### src/rtl/cp0_exc_ctrl.sv
// rtl/cp0_exc_ctrl.sv - CP0 exception/interrupt controller: SR/Cause/EPC/PRId, request and redirect
module cp0_exc_ctrl #(
  parameter logic [31:0] HANDLER_PC = 32'h0000_4180,
  parameter logic [31:0] PRID       = 32'h2025_0007
) (
  input  logic        i_clk,
  input  logic        i_reset_n,
  input  logic        i_we,
  input  logic [4:0]  i_addr,
  input  logic [31:0] i_wdata,
  input  logic [31:0] i_vpc,
  input  logic        i_bd,
  input  logic [4:0]  i_exccode,
  input  logic        i_eret,
  input  logic [5:0]  i_hwint,
  output logic        o_req,
  output logic [31:0] o_npc_exc,
  output logic [31:0] o_epc,
  output logic [31:0] o_rdata
);

  localparam logic [4:0] ADDR_SR    = 5'd12;
  localparam logic [4:0] ADDR_CAUSE = 5'd13;
  localparam logic [4:0] ADDR_EPC   = 5'd14;
  localparam logic [4:0] ADDR_PRID  = 5'd15;

  logic [5:0]  r_im;
  logic        r_exl;
  logic        r_ie;
  logic        r_bd;
  logic [5:0]  r_ip;
  logic [4:0]  r_exccode;
  logic [31:0] r_epc;

  logic        w_int_req;
  logic        w_exc_req;
  logic        w_req;
  logic        w_we_sr;
  logic        w_we_epc;
  logic [31:0] w_victim_pc;
  logic [31:0] w_sr;
  logic [31:0] w_cause;
  logic        w_unused;

  assign w_int_req   = r_ie & ~r_exl & (|(i_hwint & r_im));
  assign w_exc_req   = ~r_exl & (i_exccode != 5'd0);
  // Held low while reset is asserted so the PC never redirects during reset.
  assign w_req       = i_reset_n & (w_int_req | w_exc_req);
  assign w_we_sr     = i_we & (i_addr == ADDR_SR);
  assign w_we_epc    = i_we & (i_addr == ADDR_EPC);
  assign w_victim_pc = i_bd ? (i_vpc - 32'd4) : i_vpc;
  assign w_unused    = ^{i_wdata[1:0], w_victim_pc[1:0]};

  assign w_sr    = {16'h0000, r_im, 8'h00, r_exl, r_ie};
  assign w_cause = {r_bd, 15'h0000, r_ip, 3'b000, r_exccode, 2'b00};

  assign o_req     = w_req;
  // Forward an in-flight mtc0 EPC so an eret right behind it returns to the new address.
  assign o_epc     = w_we_epc ? {i_wdata[31:2], 2'b00} : r_epc;
  assign o_npc_exc = w_req ? HANDLER_PC : o_epc;

  always_ff @(posedge i_clk or negedge i_reset_n) begin
    if (!i_reset_n) begin
      r_im      <= 6'd0;
      r_exl     <= 1'b0;
      r_ie      <= 1'b0;
      r_bd      <= 1'b0;
      r_ip      <= 6'd0;
      r_exccode <= 5'd0;
      r_epc     <= 32'd0;
    end else begin
      r_ip <= i_hwint;
      if (w_req) begin
        r_exl     <= 1'b1;
        r_bd      <= i_bd;
        r_exccode <= w_int_req ? 5'd0 : i_exccode;
        r_epc     <= {w_victim_pc[31:2], 2'b00};
      end else begin
        if (i_eret) begin
          r_exl <= 1'b0;
        end
        // Ordered after eret so an mtc0 SR in the same cycle decides EXL.
        if (w_we_sr) begin
          r_im  <= i_wdata[15:10];
          r_exl <= i_wdata[1];
          r_ie  <= i_wdata[0];
        end
        if (w_we_epc) begin
          r_epc <= {i_wdata[31:2], 2'b00};
        end
      end
    end
  end

  always_comb begin
    o_rdata = 32'd0;
    case (i_addr)
      ADDR_SR:    o_rdata = w_sr;
      ADDR_CAUSE: o_rdata = w_cause;
      ADDR_EPC:   o_rdata = r_epc;
      ADDR_PRID:  o_rdata = PRID;
      default:    o_rdata = 32'd0;
    endcase
  end

endmodule

### config.mk
export PLATFORM = sky130hd
export DESIGN_NAME = cp0_exc_ctrl
export DESIGN_NICKNAME = d
export VERILOG_FILES = /design/src/rtl/cp0_exc_ctrl.sv
export SDC_FILE = /design/constraint.sdc
export NUM_CORES = 1
export LEC_CHECK = 0
export CAP_MARGIN = 10
export CORE_UTILIZATION = 45
export DETAILED_ROUTE_END_ITERATION = 12
export PLACE_DENSITY = 0.9
export REMOVE_ABC_BUFFERS = 1
export SKIP_LAST_GASP = 1
export SLEW_MARGIN = 20
export SYNTH_ARGS = -nofsm -noshare
export SYNTH_HDL_FRONTEND = slang
export SYNTH_SLANG_ARGS = --single-unit
export TNS_END_PERCENT = 50
### constraint.sdc
create_clock -name i_clk -period 2.85 [get_ports i_clk]
set_clock_uncertainty 0.15 [all_clocks]
set_input_delay 0.285 -clock i_clk [delete_from_list [all_inputs] [get_ports i_clk]]
set_output_delay 0.285 -clock i_clk [all_outputs]
set_load 0.02 [all_outputs]
==> results of run 1 <==
## worst max path at each step
stage / to / depth (start not counted)
6_report: o_npc_exc[7] / 8
4_1_cts: o_npc_exc[7] / 8
2_1_floorplan: o_npc_exc[29] / 4
3_3_place_gp: o_npc_exc[6] / 8
3_5_place_dp: o_npc_exc[6] / 8
5_1_grt: o_npc_exc[3] / 8
## power groups by stage
stage               registers, mW  clock network (mW)  logic, mW
floorplan                   0.975                   0      0.777
global route                 1.04               0.501       1.67
detailed placement           1.02                   0       1.59
global placement             1.01                   0       1.55
CTS                          1.01               0.473       1.57
finish                       1.02               0.471       1.57
## layout by cell type (no fill, tap or decap), types with 10 or more instances in the layout
master           synthesis  routed
clkdlybuf4s50_1          0     143
dfrtp_1                 52      52
nor2_1                  45      44
and2_1                  32      32
buf_4                    1      30
mux2i_1                 35      20
inv_1                   19      19
dlygate4sd2_1            0      19
dlymetal6s2s_1           0      16
a21o_1                  14      14
a2111oi_0               14      14
a31oi_1                 15      14
mux2i_2                  0      13
and4_1                  13      13
nand2_1                 12      12
o21ai_0                 10      10
or4_1                   10      10
## cell families after synthesis
| kind of cell | synth area share, % |
|---|---|
| AOI/OAI and AO/OA | 17.7 |
| buffers and inverters | 4.86 |
| muxes | 11.5 |
| adders and majority gates | 0.326 |
| xor gates and xnor gates | 2.97 |
| and+or+nand+nor | 28.8 |
| DFF | 33.9 |
## Yosys cell counts (all sizes together), types with 2 or more instances
cell type | n | area, µm²
xor2 | 4 | 35.0
nand4 | 2 | 18.8
mux2i | 35 | 350
nand3b | 6 | 48.8
o31a | 3 | 26.3
clkbuf | 19 | 71.3
nor2 | 45 | 169
nor4 | 8 | 101
buf | 7 | 36.3
inv | 21 | 78.8
nand2 | 12 | 45.0
o31ai | 8 | 60.1
or4b | 3 | 30.0
or3 | 9 | 56.3
a2bb2oi | 2 | 17.5
or2 | 4 | 25.0
and4bb | 2 | 25.0
a22o | 5 | 43.8
o21ai | 12 | 60.1
mux2 | 8 | 90.1
nand4b | 2 | 32.5
and2 | 32 | 200
o32ai | 2 | 17.5
nand3 | 4 | 20.0
a22oi | 8 | 60.1
or4 | 10 | 75.1
a31oi | 15 | 93.8
nor2b | 2 | 12.5
xnor2 | 9 | 78.8
a21o | 14 | 105
a21oi | 10 | 50.1
a2111oi | 14 | 123
and4 | 13 | 114
dfrtp | 52 | 1300
nor3 | 12 | 71.3
nand2b | 4 | 25.0
## sequential cells by signal, summed over array words and instances, names as in the netlist
name,flops
r_exccode,5
r_im,6
r_ip,6
r_ie,1
r_bd,1
r_epc,32
r_exl,1
## worst max-delay path, delay by kind of cell
kind / cells / cell delay (ns)
AND/OR/NAND/NOR: 3 / 0.46
buffers and inverters: 4 / 1.49
multiplexers: 1 / 0.30
## layer usage
metal / vias to the layer above / share of wire, %
li1: 1963 / -
met1: 2071 / 41
met2: 195 / 51
met3: 13 / 6.6
met4: 0 / 1.2
met5: - / 0
## area by class of cell
class | instances | area, µm²
Sequential cell | 52 | 1300
Clock buffer | 5 | 68.8
Tap cell | 105 | 131
Timing Repair Buffer | 214 | 2090
Fill cell | 594 | 2050
Inverter | 21 | 78.8
Multi-Input combinational cell | 325 | 2470
Clock inverter | 3 | 27.5
## repair_timing
action | in CTS | in global routing
setup buffers | 1 | 0
cloned | 0 | 1
hold buffers | 1 | 0
gates resized for setup | 33 | 26
setup endpoints to repair | 48 | 63
endpoints found under the hold margin | 52 | 0
==> impl_metrics.ini, run 1 <==
[run_status]
outcome = complete, but fails checks
violations = negative setup slack

[layout]
layout-drive-gt1-share_pct = 13.1
syn_to_final_growth_pct = 60.6
nets = 705
final_cell_area_um2 = 6170
antenna_cells = 0
stdcell_count = 725
fin_util_pct = 75.1

[logic_synthesis]
ys_seq_elements = 52
synth_ff_type = dfrtp_1
synth-async-reset-ratio_pct = 100
yosys_warnings = 0
yosysSeqAreaShare_pct = 33.9
ys_types = 54
syn_inst = 424
syn_area_um2 = 3840
synth_edf_count = 0
avgSynthCellArea_um2 = 9.06

[die]
placementRows = 33
dieArea_um2 = 8910
core_um2 = 8220
initial_core_util_pct = 46.7
dieHeight_um = 94.4
die_w_um = 94.4
io_pins = 182

[routing]
vias = 4242
drt-wirelength-per-cell_um = 19.3
drc = 0
first_pass_iters = 5
finalWirelength_mm = 14.0
drtAntennaViolNets = 0
drtIter0Drc = 263
avgViaCountPerCell = 5.85

[clock_tree]
numCtsBuffers = 5
cts_root_buffer = clkbuf_8
htreeDepth = 2
cts.sinks = 52
clkTransAtPathRegs_ns = 0.11
clk_latency_ns = 0.32
clockBufferDepth = 2
cts_tree = done

[pwr]
pwr-share-seq_pct = 33.3
pwr-share-clk_pct = 15.3
swShare_pct = 40.0
p_switching_mw = 1.23
power_leakage_nw = 2.68
p_int_mw = 1.84
ir_worst_vdd_mv = 0.334
power.total_mw = 3.07
power_frac_comb_pct = 51.3
power.density_nw_per_um2 = 497

[global_route]
grt_usage_pct = 31.4
grt_pass1_vias = 4308
use_met2_pct = 55.2
grt_max_degree = 39
busiest_layer = met2
use_met3_pct = 4.19
grt_pass1_wl_mm = 21.4
grt_antenna_before_repair = 0
overflow = 0
grtUsageMet1_pct = 39.9

[min_path]
hold_class = primary input to flop
worstHoldStart = i_hwint[3]
holdPathEnd = r_ip[3]
min_path_cells = 1

[sta]
setup_ws_ns = -0.124
tightest_slew_ns = 0.535
fin_crit_sh_pct = 104
clock.fmax_mhz = 336
slew_viol_final = 0
hold_viol_final = 0
tns_ns = -1.79
fin_crit_ns = 2.97
setup_viol = 27
rsz0062_at_grt = yes
hold_slack_ns = 0.282
slew_headroom_pct = 64.0

[critical_path]
cp_slowest_cell = clkdlybuf4s50_1
crit_type = primary input to output pin
regToRegStartpoint = r_im[0]
path_cells = clkdlybuf4s50_1, buf_4, nand2b_1, nor3_4, buf_6, mux2i_1, nand2_1, clkdlybuf4s50_1
start_kind = primary input
rr_worst_depth = 5
max_stage_delay_ns = 0.54
r2r_end = r_im[2]
critPathRequiredTime_ns = 2.41
crit_path_frequent_cell = clkdlybuf4s50_1
critPathCaptureType = output pin
crit_start = i_addr[0]
crit_arrival_ns = 2.54
crit_fanout = 10
r2r_slack_ns = 0.67

[placed_design]
post_dp_cell_area_um2 = 5920
hpwl_mm = 10.6
dp_cells = 714
place_congestion = 0.875
port_buffers = 179
place_ws_ns = -0.145

[flow_run]
drv_cap = 0
Note: power is estimated with default switching activity, not from simulation.
==> run 2: changes to the inputs <==
CORE_MARGIN = 4   (was unset)
GPL_TIMING_DRIVEN = 0   (was unset)
==> impl_metrics.ini, run 2 (same netlist as run 1, synthesis figures left out) <==
[run_status]
outcome = complete, no violations

[clock_tree]
cts.sinks = 52
clk_latency_ns = 0.31
htreeDepth = 2
clkTransAtPathRegs_ns = 0.11
cts_root_buffer = clkbuf_8
numCtsBuffers = 5
cts_tree = done
clockBufferDepth = 2

[placed_design]
place_congestion = 0.826
hpwl_mm = 9.98
dp_cells = 686
port_buffers = 179

[routing]
vias = 4222
drc = 0
drtIter0Drc = 162
drt-wirelength-per-cell_um = 19.6
first_pass_iters = 5
finalWirelength_mm = 13.9
drtAntennaViolNets = 0
avgViaCountPerCell = 5.94

[die]
placementRows = 33
io_pins = 182
dieArea_um2 = 10100
die_w_um = 100
dieHeight_um = 100
core_um2 = 8260
initial_core_util_pct = 46.5

[critical_path]
critPathCaptureType = output pin
crit_fanout = 42
start_kind = flop
crit_type = flop to output pin
critPathRequiredTime_ns = 2.41
crit_arrival_ns = 2.38

[layout]
antenna_cells = 0
fin_util_pct = 73.7
reg_top3 = r_epc (32), r_im (6), r_ip (6)
final_cell_mix = clkdlybuf4s50_1 (136), dfrtp_1 (52), nor2_1 (43)
stdcell_count = 711
fill_cells = 633
mostFrequentLayoutCell = clkdlybuf4s50_1
layout-drive-gt1-share_pct = 11.7
top_register = r_epc
largest_register_ffs = 32
syn_to_final_growth_pct = 58.5
nets = 691

[sta]
slew_headroom_pct = 59.5
slew_viol_final = 0
fin_crit_sh_pct = 98.9
tightest_slew_ns = 0.606
fin_crit_ns = 2.82
setup_viol = 0
clock.fmax_mhz = 355
rsz0062_at_grt = yes
hold_viol_final = 0

[global_route]
grt_pass1_wl_mm = 21.9
grt_pass1_vias = 4325
grt_antenna_before_repair = 0
overflow = 0
grt_usage_pct = 27.1
grt_max_degree = 53

[pwr]
ir_worst_vdd_mv = 0.319
power.density_nw_per_um2 = 492
power_leakage_nw = 2.57

[min_path]
hold_class = primary input to flop

[flow_run]
drv_cap = 0
## run 2: cell count changes in the layout (fill, tap and decap cells not counted), moves of 2 or more
| cell | change |
|---|---|
| buf_6 | +4 |
| buf_4 | -17 |
| nor2_4 | +2 |
| dlygate4sd2_1 | +7 |
| clkdlybuf4s50_1 | -7 |
| dlymetal6s2s_1 | -3 |
| mux2i_4 | -2 |
| inv_6 | +2 |
## run 2: report_power, final
| group | internal [mW] | total, mW | switching (mW) |
|---|---|---|---|
| clock | 0.180 | 0.457 | 0.277 |
| combinational | 0.713 | 1.52 | 0.811 |
| sequential | 0.894 | 1.02 | 0.121 |
## run 2: cell type report
class | count | area [µm²] | area share [%]
Inverter | 21 | 83.8 | 1.38
Tap cell | 105 | 131 | 2.16
Sequential cell | 52 | 1300 | 21.4
Clock inverter | 3 | 26.3 | 0.432
Timing Repair Buffer | 199 | 1970 | 32.4
Clock buffer | 5 | 68.8 | 1.13
Multi-Input combinational cell | 326 | 2510 | 41.2
## run 2: stage by stage
step | area, µm² | power, mW | setup TNS [ns] | hold slack (ns) | setup slack, ns
floorplan | 3730 | 1.75 | -33.28 | -0.161 | -0.806
finish | 6090 | 3.00 | 0 | 0.320 | 0.0318
global route | 6090 | 3.16 | -0.355 | 0.301 | -0.0495
detailed placement | 5720 | 2.55 | -110.08 | 0.231 | -1.35
CTS | 6020 | 3.00 | -0.369 | 0.310 | -0.0685
global placement | 5660 | 2.50 | -398.95 | 0.343 | -4.58
## run 2: routing by layer
layer	vias up	GRT usage [%]	share of wire [%]
met2	203	45.8	51
li1	1949	-	-
met4	0	9.22	2.1
met5	-	0	0
met1	2046	35.3	41
met3	24	4.03	6.3
## run 2: final timing paths
kind | endpoint | depth (start not counted) | start | slack, ns
worst min-delay path | r_ip[3] | 1 | i_hwint[3] | 0.32
min in group asynchronous | r_im[1] | 3 | i_reset_n | 0.43
worst min register to register | r_exccode[0] | 1 | r_exccode[0] | 0.39
worst max-delay path | o_req | 5 | r_exl | 0.03
max in group asynchronous | r_epc[30] | 3 | i_reset_n | 1.86
worst max register to register | r_im[5] | 5 | r_im[1] | 0.78
## run 2: worst max-delay path, cell delays in order (launching register included)
cell             delay (ns)
dfrtp_1                0.44
nand3b_1               0.22
a31oi_4                0.29
nor2_4                 0.11
inv_6                  0.32
clkdlybuf4s50_1        0.68
## run 2: timing repair
| item | CTS | global route |
|---|---|---|
| pin swaps | 5 | 2 |
| gates resized for setup | 68 | 16 |
| cloned | 1 | 0 |
| setup endpoints to repair | 128 | 35 |
| hold buffers | 2 | 0 |
| hold endpoints to repair | 52 | 0 |
| buffers inserted | 10 | 4 |
